===== config.mk =====
export PLATFORM = sky130hd
export DESIGN_NAME = register_rename_file_flat
export DESIGN_NICKNAME = d
export VERILOG_FILES = /design/src/rtl/register_rename_file_if.sv /design/src/rtl/register_rename_file.sv /design/src/flat_wrapper.sv
export SDC_FILE = /design/constraint.sdc
export NUM_CORES = 2
export LEC_CHECK = 0
export ABC_CLOCK_PERIOD_IN_PS = 8950
export CORE_ASPECT_RATIO = 1.25
export CORE_MARGIN = 2
export CORE_UTILIZATION = 35
export CTS_CLUSTER_DIAMETER = 60
export DETAILED_ROUTE_END_ITERATION = 8
export GPL_ROUTABILITY_DRIVEN = 0
export HOLD_SLACK_MARGIN = 0.03
export PLACE_DENSITY_LB_ADDON = 0.08
export SETUP_SLACK_MARGIN = 0.4
export SYNTH_ARGS = -nofsm -noshare
export SYNTH_HDL_FRONTEND = slang
export SYNTH_SLANG_ARGS = --single-unit

===== constraint.sdc =====
create_clock -name clk -period 8.95 [get_ports clk]
set_input_delay 2.685 -clock clk [delete_from_list [all_inputs] [get_ports clk]]
set_output_delay 2.685 -clock clk [all_outputs]
set_load 0.01 [all_outputs]

===== src/rtl/register_rename_file_if.sv =====
// ID/ROB-facing bus of the register rename file.
// Groups the decode, ROB lookup, commit and flush signals.
interface register_rename_file_if #(
  parameter int ROBWD = 4
);
  logic             ID_inst_flag;
  logic             ID_inst_has_rd;
  logic [4:0]       ID_inst_rd;
  logic [31:0]      ID_inst_rob_id;
  logic [4:0]       ID_rs1;
  logic [4:0]       ID_rs2;
  logic             rs1_rdy;
  logic [31:0]      rs1_val;
  logic [31:0]      rs1_rob_id;
  logic             rs2_rdy;
  logic [31:0]      rs2_val;
  logic [31:0]      rs2_rob_id;
  logic [ROBWD-1:0] RF_id1_cut;
  logic [ROBWD-1:0] RF_id2_cut;
  logic             RF_id1_ready;
  logic             RF_id2_ready;
  logic [31:0]      RF_id1_val;
  logic [31:0]      RF_id2_val;
  logic             ROB_cmt_rf_flag;
  logic [4:0]       ROB_cmt_rf_rd;
  logic [31:0]      ROB_cmt_rf_rob_id;
  logic [31:0]      ROB_cmt_rf_val;
  logic             jump_wrong_flag;

  modport master (
    output ID_inst_flag, ID_inst_has_rd, ID_inst_rd,
    output ID_inst_rob_id, ID_rs1, ID_rs2,
    input  rs1_rdy, rs1_val, rs1_rob_id,
    input  rs2_rdy, rs2_val, rs2_rob_id,
    input  RF_id1_cut, RF_id2_cut,
    output RF_id1_ready, RF_id2_ready,
    output RF_id1_val, RF_id2_val,
    output ROB_cmt_rf_flag, ROB_cmt_rf_rd,
    output ROB_cmt_rf_rob_id, ROB_cmt_rf_val,
    output jump_wrong_flag
  );

  modport slave (
    input  ID_inst_flag, ID_inst_has_rd, ID_inst_rd,
    input  ID_inst_rob_id, ID_rs1, ID_rs2,
    output rs1_rdy, rs1_val, rs1_rob_id,
    output rs2_rdy, rs2_val, rs2_rob_id,
    output RF_id1_cut, RF_id2_cut,
    input  RF_id1_ready, RF_id2_ready,
    input  RF_id1_val, RF_id2_val,
    input  ROB_cmt_rf_flag, ROB_cmt_rf_rd,
    input  ROB_cmt_rf_rob_id, ROB_cmt_rf_val,
    input  jump_wrong_flag
  );
endinterface


===== src/rtl/register_rename_file.sv =====
// Architectural register file with per-register rename tags.
// Ports: clk, rst (sync, active high), rdy (global stall), bus (slave).
module register_rename_file #(
  parameter int ROBWD = 4
) (
  input logic clk,
  input logic rst,
  input logic rdy,
  register_rename_file_if.slave bus
);
  logic [31:0] regs [32];
  logic [31:0] tag  [32];
  logic [31:0] busy;

  logic [4:0] rs1;
  logic [4:0] rs2;
  logic [4:0] crd;
  logic [4:0] ird;

  assign rs1 = bus.ID_rs1;
  assign rs2 = bus.ID_rs2;
  assign crd = bus.ROB_cmt_rf_rd;
  assign ird = bus.ID_inst_rd;

  assign bus.RF_id1_cut = tag[rs1][ROBWD-1:0];
  assign bus.RF_id2_cut = tag[rs2][ROBWD-1:0];

  // x0 is never renamed or written, so it always resolves as ready 0.
  always_comb begin
    bus.rs1_rdy    = 1'b1;
    bus.rs1_val    = '0;
    bus.rs1_rob_id = '0;
    if (rs1 != 5'd0) begin
      if (!busy[rs1]) begin
        bus.rs1_val = regs[rs1];
      end else if (bus.ROB_cmt_rf_flag && crd == rs1 &&
                   bus.ROB_cmt_rf_rob_id == tag[rs1]) begin
        bus.rs1_val = bus.ROB_cmt_rf_val;
      end else if (bus.RF_id1_ready) begin
        bus.rs1_val = bus.RF_id1_val;
      end else begin
        bus.rs1_rdy    = 1'b0;
        bus.rs1_rob_id = tag[rs1];
      end
    end
  end

  always_comb begin
    bus.rs2_rdy    = 1'b1;
    bus.rs2_val    = '0;
    bus.rs2_rob_id = '0;
    if (rs2 != 5'd0) begin
      if (!busy[rs2]) begin
        bus.rs2_val = regs[rs2];
      end else if (bus.ROB_cmt_rf_flag && crd == rs2 &&
                   bus.ROB_cmt_rf_rob_id == tag[rs2]) begin
        bus.rs2_val = bus.ROB_cmt_rf_val;
      end else if (bus.RF_id2_ready) begin
        bus.rs2_val = bus.RF_id2_val;
      end else begin
        bus.rs2_rdy    = 1'b0;
        bus.rs2_rob_id = tag[rs2];
      end
    end
  end

  // Later assignments win: rename beats the commit's busy clear,
  // and a flush beats both, while the commit value still lands.
  always_ff @(posedge clk) begin
    if (rst) begin
      for (int i = 0; i < 32; i++) begin
        regs[i] <= '0;
        tag[i]  <= '0;
      end
      busy <= '0;
    end else if (rdy) begin
      if (bus.ROB_cmt_rf_flag && crd != 5'd0) begin
        regs[crd] <= bus.ROB_cmt_rf_val;
        if (tag[crd] == bus.ROB_cmt_rf_rob_id)
          busy[crd] <= 1'b0;
      end
      if (bus.jump_wrong_flag) begin
        busy <= '0;
      end else if (bus.ID_inst_flag && bus.ID_inst_has_rd &&
                   ird != 5'd0) begin
        busy[ird] <= 1'b1;
        tag[ird]  <= bus.ID_inst_rob_id;
      end
    end
  end
endmodule


===== src/flat_wrapper.sv =====
// flat-port wrapper written by rule: the top's interface ports become plain ports
module register_rename_file_flat 
#(
  parameter int ROBWD = 4
)
  (clk, rst, rdy, bus_ID_inst_flag, bus_ID_inst_has_rd, bus_ID_inst_rd, bus_ID_inst_rob_id, bus_ID_rs1, bus_ID_rs2, bus_rs1_rdy, bus_rs1_val, bus_rs1_rob_id, bus_rs2_rdy, bus_rs2_val, bus_rs2_rob_id, bus_RF_id1_cut, bus_RF_id2_cut, bus_RF_id1_ready, bus_RF_id2_ready, bus_RF_id1_val, bus_RF_id2_val, bus_ROB_cmt_rf_flag, bus_ROB_cmt_rf_rd, bus_ROB_cmt_rf_rob_id, bus_ROB_cmt_rf_val, bus_jump_wrong_flag);
  register_rename_file_if #(.ROBWD(ROBWD)) bus_i ();
  input logic clk;
  input logic rst;
  input logic rdy;
  input wire logic [$bits(bus_i.ID_inst_flag)-1:0] bus_ID_inst_flag;
  input wire logic [$bits(bus_i.ID_inst_has_rd)-1:0] bus_ID_inst_has_rd;
  input wire logic [$bits(bus_i.ID_inst_rd)-1:0] bus_ID_inst_rd;
  input wire logic [$bits(bus_i.ID_inst_rob_id)-1:0] bus_ID_inst_rob_id;
  input wire logic [$bits(bus_i.ID_rs1)-1:0] bus_ID_rs1;
  input wire logic [$bits(bus_i.ID_rs2)-1:0] bus_ID_rs2;
  output wire logic [$bits(bus_i.rs1_rdy)-1:0] bus_rs1_rdy;
  output wire logic [$bits(bus_i.rs1_val)-1:0] bus_rs1_val;
  output wire logic [$bits(bus_i.rs1_rob_id)-1:0] bus_rs1_rob_id;
  output wire logic [$bits(bus_i.rs2_rdy)-1:0] bus_rs2_rdy;
  output wire logic [$bits(bus_i.rs2_val)-1:0] bus_rs2_val;
  output wire logic [$bits(bus_i.rs2_rob_id)-1:0] bus_rs2_rob_id;
  output wire logic [$bits(bus_i.RF_id1_cut)-1:0] bus_RF_id1_cut;
  output wire logic [$bits(bus_i.RF_id2_cut)-1:0] bus_RF_id2_cut;
  input wire logic [$bits(bus_i.RF_id1_ready)-1:0] bus_RF_id1_ready;
  input wire logic [$bits(bus_i.RF_id2_ready)-1:0] bus_RF_id2_ready;
  input wire logic [$bits(bus_i.RF_id1_val)-1:0] bus_RF_id1_val;
  input wire logic [$bits(bus_i.RF_id2_val)-1:0] bus_RF_id2_val;
  input wire logic [$bits(bus_i.ROB_cmt_rf_flag)-1:0] bus_ROB_cmt_rf_flag;
  input wire logic [$bits(bus_i.ROB_cmt_rf_rd)-1:0] bus_ROB_cmt_rf_rd;
  input wire logic [$bits(bus_i.ROB_cmt_rf_rob_id)-1:0] bus_ROB_cmt_rf_rob_id;
  input wire logic [$bits(bus_i.ROB_cmt_rf_val)-1:0] bus_ROB_cmt_rf_val;
  input wire logic [$bits(bus_i.jump_wrong_flag)-1:0] bus_jump_wrong_flag;
  assign bus_i.ID_inst_flag = bus_ID_inst_flag;
  assign bus_i.ID_inst_has_rd = bus_ID_inst_has_rd;
  assign bus_i.ID_inst_rd = bus_ID_inst_rd;
  assign bus_i.ID_inst_rob_id = bus_ID_inst_rob_id;
  assign bus_i.ID_rs1 = bus_ID_rs1;
  assign bus_i.ID_rs2 = bus_ID_rs2;
  assign bus_rs1_rdy = bus_i.rs1_rdy;
  assign bus_rs1_val = bus_i.rs1_val;
  assign bus_rs1_rob_id = bus_i.rs1_rob_id;
  assign bus_rs2_rdy = bus_i.rs2_rdy;
  assign bus_rs2_val = bus_i.rs2_val;
  assign bus_rs2_rob_id = bus_i.rs2_rob_id;
  assign bus_RF_id1_cut = bus_i.RF_id1_cut;
  assign bus_RF_id2_cut = bus_i.RF_id2_cut;
  assign bus_i.RF_id1_ready = bus_RF_id1_ready;
  assign bus_i.RF_id2_ready = bus_RF_id2_ready;
  assign bus_i.RF_id1_val = bus_RF_id1_val;
  assign bus_i.RF_id2_val = bus_RF_id2_val;
  assign bus_i.ROB_cmt_rf_flag = bus_ROB_cmt_rf_flag;
  assign bus_i.ROB_cmt_rf_rd = bus_ROB_cmt_rf_rd;
  assign bus_i.ROB_cmt_rf_rob_id = bus_ROB_cmt_rf_rob_id;
  assign bus_i.ROB_cmt_rf_val = bus_ROB_cmt_rf_val;
  assign bus_i.jump_wrong_flag = bus_jump_wrong_flag;
  register_rename_file #(.ROBWD(ROBWD)) u_core (.clk(clk), .rst(rst), .rdy(rdy), .bus(bus_i));
endmodule

== Yosys cells after proc, flatten, opt, wreduce, memory -nomap -nowiden ==
Memory sizes are Yosys's and may differ from the RTL's.
Index checks and enable logic that the tools add are counted.
Storage, ports and cells
  register bits after elaboration: 32
  RAM bits: 2048
  bits of input ports: 189
  output and inout bits: 138
  word-level logic and storage cells: 87
  memories: 2
Memories
  u_core.regs: words 32, width 32, read ports 2, clocked after memory_dff 0, write ports 32, RTL line register_rename_file.sv:11  | logic [31:0] regs [32];
  u_core.tag: words 32, width 32, read ports 3, clocked after memory_dff 0, write ports 32, RTL line register_rename_file.sv:12  | logic [31:0] tag [32];
Operators by class
  magnitude comparators: 6
  eq/ne operators: 5
  muxes and demuxes: 55
  bitwise gates (word level): 3
  reductions and logical operators: 15
Operators by type and width (count)
  $mux W32: 24
  $eq A32 B32 Y1: 3
  $reduce_or A32 Y1: 2
  $and A32 B32 Y32: 1
  $not A32 Y32: 1
  $or A32 B32 Y32: 1
  $mux W1: 25
  $lt A5 B6 Y1 const B: 4
  $reduce_bool A5 Y1: 4
  $bmux W1 S5: 2
  $demux W1 S5: 2
  $eq A5 B5 Y1: 2
  $ge A5 B1 Y1 const B: 2
  $mux W5: 2
  $logic_and A1 B1 Y1: 9

== Longest topological paths before layout ==
  word-level depth: 13
  depth in mapped cells: 19
  depth with buffers taken out: 9

== Least setup slack after synthesis ==
No wires, ideal clock.
  kind: input-to-output
  from: input bus_ID_rs2[4]
  to: output bus_rs2_val[11]
  data arrival time: 6.169 ns
  required time: 6.265 ns
  setup slack: 0.096 ns
  cell stages on the path: 14
  path buffers: 6
  cell sequence: buf_2 -> inv_1 -> buf_2 -> buf_2 -> buf_1 -> mux4_2 -> o21a_1 -> xor2_1 -> nor4_1 -> nand4_1 -> buf_4 -> buf_6 -> or4_1 -> a31oi_1
On the way
  cells in the longest elaborated chain, start to end: 6
  elaborated cells between the ends (all ways): 12
  classes of those cells: eq/ne: 2; mux: 5; reduce/logical: 3; memory: 2
RTL lines
  start, declared: RTL line flat_wrapper.sv:16  | input wire logic [$bits(bus_i.ID_rs2)-1:0] bus_ID_rs2;
  $mem_v2 Z32 W32 or $eq A5 B5 Y1 (tied branches)
  $eq A32 B32 Y1 or $logic_and A1 B1 Y1 (tied branches): RTL line register_rename_file.sv:56, register_rename_file.sv:55
  $logic_and A1 B1 Y1: RTL line register_rename_file.sv:55  | end else if (bus.ROB_cmt_rf_flag && crd == rs2 &&
  $mux W32: RTL line register_rename_file.sv:55
  $mux W32: RTL line register_rename_file.sv:53  | if (!busy[rs2]) begin
  $mux W32 *: RTL line register_rename_file.sv:52  | if (rs2 != 5'd0) begin
  end, declared: RTL line flat_wrapper.sv:21  | output wire logic [$bits(bus_i.rs2_val)-1:0] bus_rs2_val;
Mark *: on every way between the ends. The rest lies on a longest branch, timed or not. The select of a mux whose other input is x is not followed.

== Worst setup path in the final report ==
  from: input bus_ID_rs1[0]
  to: output bus_rs1_rob_id[17]
On the way
  cells in the longest elaborated chain, start to end: 6
  elaborated cells between the ends (all ways): 12
  classes of those cells: eq/ne: 2; mux: 6; reduce/logical: 3; memory: 1
RTL lines
  start, declared: RTL line flat_wrapper.sv:15  | input wire logic [$bits(bus_i.ID_rs1)-1:0] bus_ID_rs1;
  $mem_v2 Z32 W32 or $eq A5 B5 Y1 (tied branches)
  $eq A32 B32 Y1 or $logic_and A1 B1 Y1 (tied branches): RTL line register_rename_file.sv:37, register_rename_file.sv:36
  $logic_and A1 B1 Y1: RTL line register_rename_file.sv:36  | end else if (bus.ROB_cmt_rf_flag && crd == rs1 &&
  $mux W32: RTL line register_rename_file.sv:36
  $mux W32: RTL line register_rename_file.sv:34  | if (!busy[rs1]) begin
  $mux W32 *: RTL line register_rename_file.sv:33  | if (rs1 != 5'd0) begin
  end, declared: RTL line flat_wrapper.sv:19  | output wire logic [$bits(bus_i.rs1_rob_id)-1:0] bus_rs1_rob_id;
Marks and branches as above.

==> reports/qor.csv <==
metric;value;unit
cp-end-kind;output port;
wl;641000;µm
cts_root_buf;clkbuf_16;
drtAntennaViolNets;0;
post_synth_fa_ha_maj_area_fraction;0;%
critPathMaxFanout;13;
synthTopCellsByArea;edfxtp_1 51%, mux4_2 20%, mux2i_1 6.7%, and2_1 5.2%, nor3_1 4.3%;
nNetsFinal;9756;
cts.clk_slew.worst_paths;60;ps
switchingPower;7.62;mW
cts.sinks;2080;
intPower;18.8;mW
place.port_buffers;326;
rows;242;
clk_latency;950;ps
grt_setup_unrepaired;yes;
synth_flop_cell;edfxtp_1;
pwr-share-seq;43.8;%
synth-compound-area-share;5.17;%
synthTopCellsByCount;2048 x edfxtp_1, 1057 x mux4_2, 1047 x nor3_1;
synthArstFlopShare;0;%
htreeDepth;4;
hold_violations;0;
vias;96000;
yosysWarningCount;0;
drtIter0Drc;12500;
clkPwrFrac;38.2;%
worst_slew_pin_slew;1530;ps
synth-edff-count;2048;
hold_buffers;0;
fp.dieW;531;µm
cts_tree;built;
muxShareOfSynthArea;26.6;%
cts_buffers;244;
finalClockSkew;38.5;ps
min_period;9630;ps
grt-ovfl-total;0;
synthCells;8864;
drive_above_1_share;32.5;%
status;finished, violations left;
gr-usage-all-layers;35.6;%
fin_setup_tns;-58450;ps
ys_seq_elements;2080;
worstSetupPathType;input pin to output port;
power.total;26.4;mW
coreArea;347000;µm²
synth.most_common_cell;edfxtp_1;
grt_pass1_wl;852000;µm
grt_max_degree;137;
synth_top_area_share;50.6;%
finalMaxSlewViolations;3;
maxCapViolations;1;
synth_cell_types;78;
ys_seq_area_share;51.1;%
synth_largest_area_cell;edfxtp_1;
dpl.hpwl;399000;µm
p_leak;51.1;nW
drcViolationCount;0;
setup_slack;-683;ps
synth_top_family_by_area;multiplexers;
netSwitchingFraction;28.9;%
antenna_found_initial;66;
vias_per_cell;6.62;
critPathLaunchType;input pin;
ir_drop;0.178;mV
area_delta_synth_final;22.6;%
grt_pass1_vias;94800;
synthXorXnorAreaFrac;0.425;%
slew_headroom;-3.22;%
fmax;104;MHz
period_share;108;%
min_path_type;flip-flop to flip-flop;
die_y;663;µm
synth_area;122000;µm²
drtPass1Iterations;5;
finalSetupViolCount;130;
critPathArrivalTime;6950;ps
die_area;352000;µm²
cp.required;6270;ps
p_per_area;177;nW/µm²
combPwrFrac;17.9;%
place_ws;-2190;ps
start_util;35.1;%
post_drt_wl_per_cell;44.2;µm
io_pins;327;
postSynthAreaPerCell;13.7;µm²
cts_buffer_depth;4;
yosys.area_share.simple;12.7;%
violations;max-capacitance violations, max-slew violations, negative setup slack;
==> path summary, 6_finish.rpt <==
path                            from            endpoint  slack [ps]  cells after the start
hold / removal       u_core.busy[22]     u_core.busy[22]         500                      1
setup reg to reg  u_core.tag[10][19]     u_core.busy[31]        4090                     11
setup / recovery       bus_ID_rs1[0]  bus_rs1_rob_id[17]        -680                     20
hold reg to reg      u_core.busy[22]     u_core.busy[22]         500                      1
==> worst max-delay path: stages <==
cell,delay [ps]
buf_16,140
buf_12,130
buf_12,170
buf_8,170
mux4_2,540
a2111oi_4,450
buf_4,190
or3_1,100
nand4_1,380
nor4_4,430
buf_4,190
nand4_1,100
buf_6,190
nor3_4,210
buf_12,200
buf_16,170
buf_6,120
nor4_4,40
buf_4,170
buf_6,110
==> registers in the layout, summed over array words and instances, names as in the netlist <==
name,cells
u_core.regs,1024
u_core.busy,32
u_core.tag,1024
==> power by group through the flow <==
stage / Combinational (mW) / Sequential [mW] / Clock, mW
after floorplan: 2.27 / 11.6 / 0
after global placement: 4.43 / 11.7 / 0
after detailed placement: 4.42 / 11.7 / 0
after CTS: 4.58 / 11.5 / 10.2
after global routing: 4.79 / 11.6 / 10.5
final: 4.73 / 11.6 / 10.1
==> logic make-up (layout without fill, tap and decap cells) <==
logic type             count (synthesis)  in the layout
AO/OA/AOI/OAI                        909            909
multiplexers                        1901           1901
flip-flops                          2080           2080
other                                  1            160
AND/OR/NAND/NOR                     2781           2781
buffers and inverters               1133           1974
XOR/XNOR                              59             59
==> final cells by class <==
cell class,instances,area [µm²]
multi-input combinational,5714,58100
fill,31700,198000
sequential,2080,62100
tap,4636,5800
clock buffer,296,6390
clock inverter,151,1360
inverter,46,193
antenna,96,240
timing repair buffer,1481,14900
==> metal layers <==
metal  track usage, %  part of all wire [%]  vias up
met2             57.2                    47     6710
met5                0                 0.018        -
met1             42.8                    36    50500
met3             6.62                   9.0     1848
li1                 -                     -    36900
met4             25.9                   8.1       14
==> placed cells by master, fill, tap and decap left out, types with 33 or more instances in the layout <==
cell             netlist  layout
a21oi_1              108      93
a22oi_1               58      56
and2_1              1003    1002
buf_12                 0     148
buf_16                 0      33
buf_2                205      84
buf_4                 58     862
buf_6                 27     128
clkbuf_1             733      48
clkbuf_16              0     250
clkdlybuf4s50_1        0     184
clkinv_1               1      48
clkinv_2               0      48
conb_1                 1      64
diode_2                0      96
edfxtp_1            2048    2048
inv_1                 45      40
mux2i_1              809     801
mux4_2              1057    1057
nand2_1              161     154
nor2_1               179     144
nor3_1              1047    1004
nor4_1               118      80
o21ai_0               64      61
o22ai_1              293     289
or2_4                  0      33
or4_1                 64      35
==> repair_timing <==
item	4_1_cts	5_1_grt
endpoints found under the setup margin	130	130
buffers inserted	112	29
cloned	29	2
gates resized for setup	965	181
pin swaps	88	98
==> stage by stage <==
stage               instances  area (µm²)  hold WS, ps  utilization, %
finish                  14500      149000          495            43.0
global route            14400      149000          506            42.9
CTS                     14400      147000          494            42.5
detailed placement      13800      136000          476            39.3
global placement        13800      136000          457            39.3
floorplan                8927      122000          443               -
(Power assumes the default switching activity.)
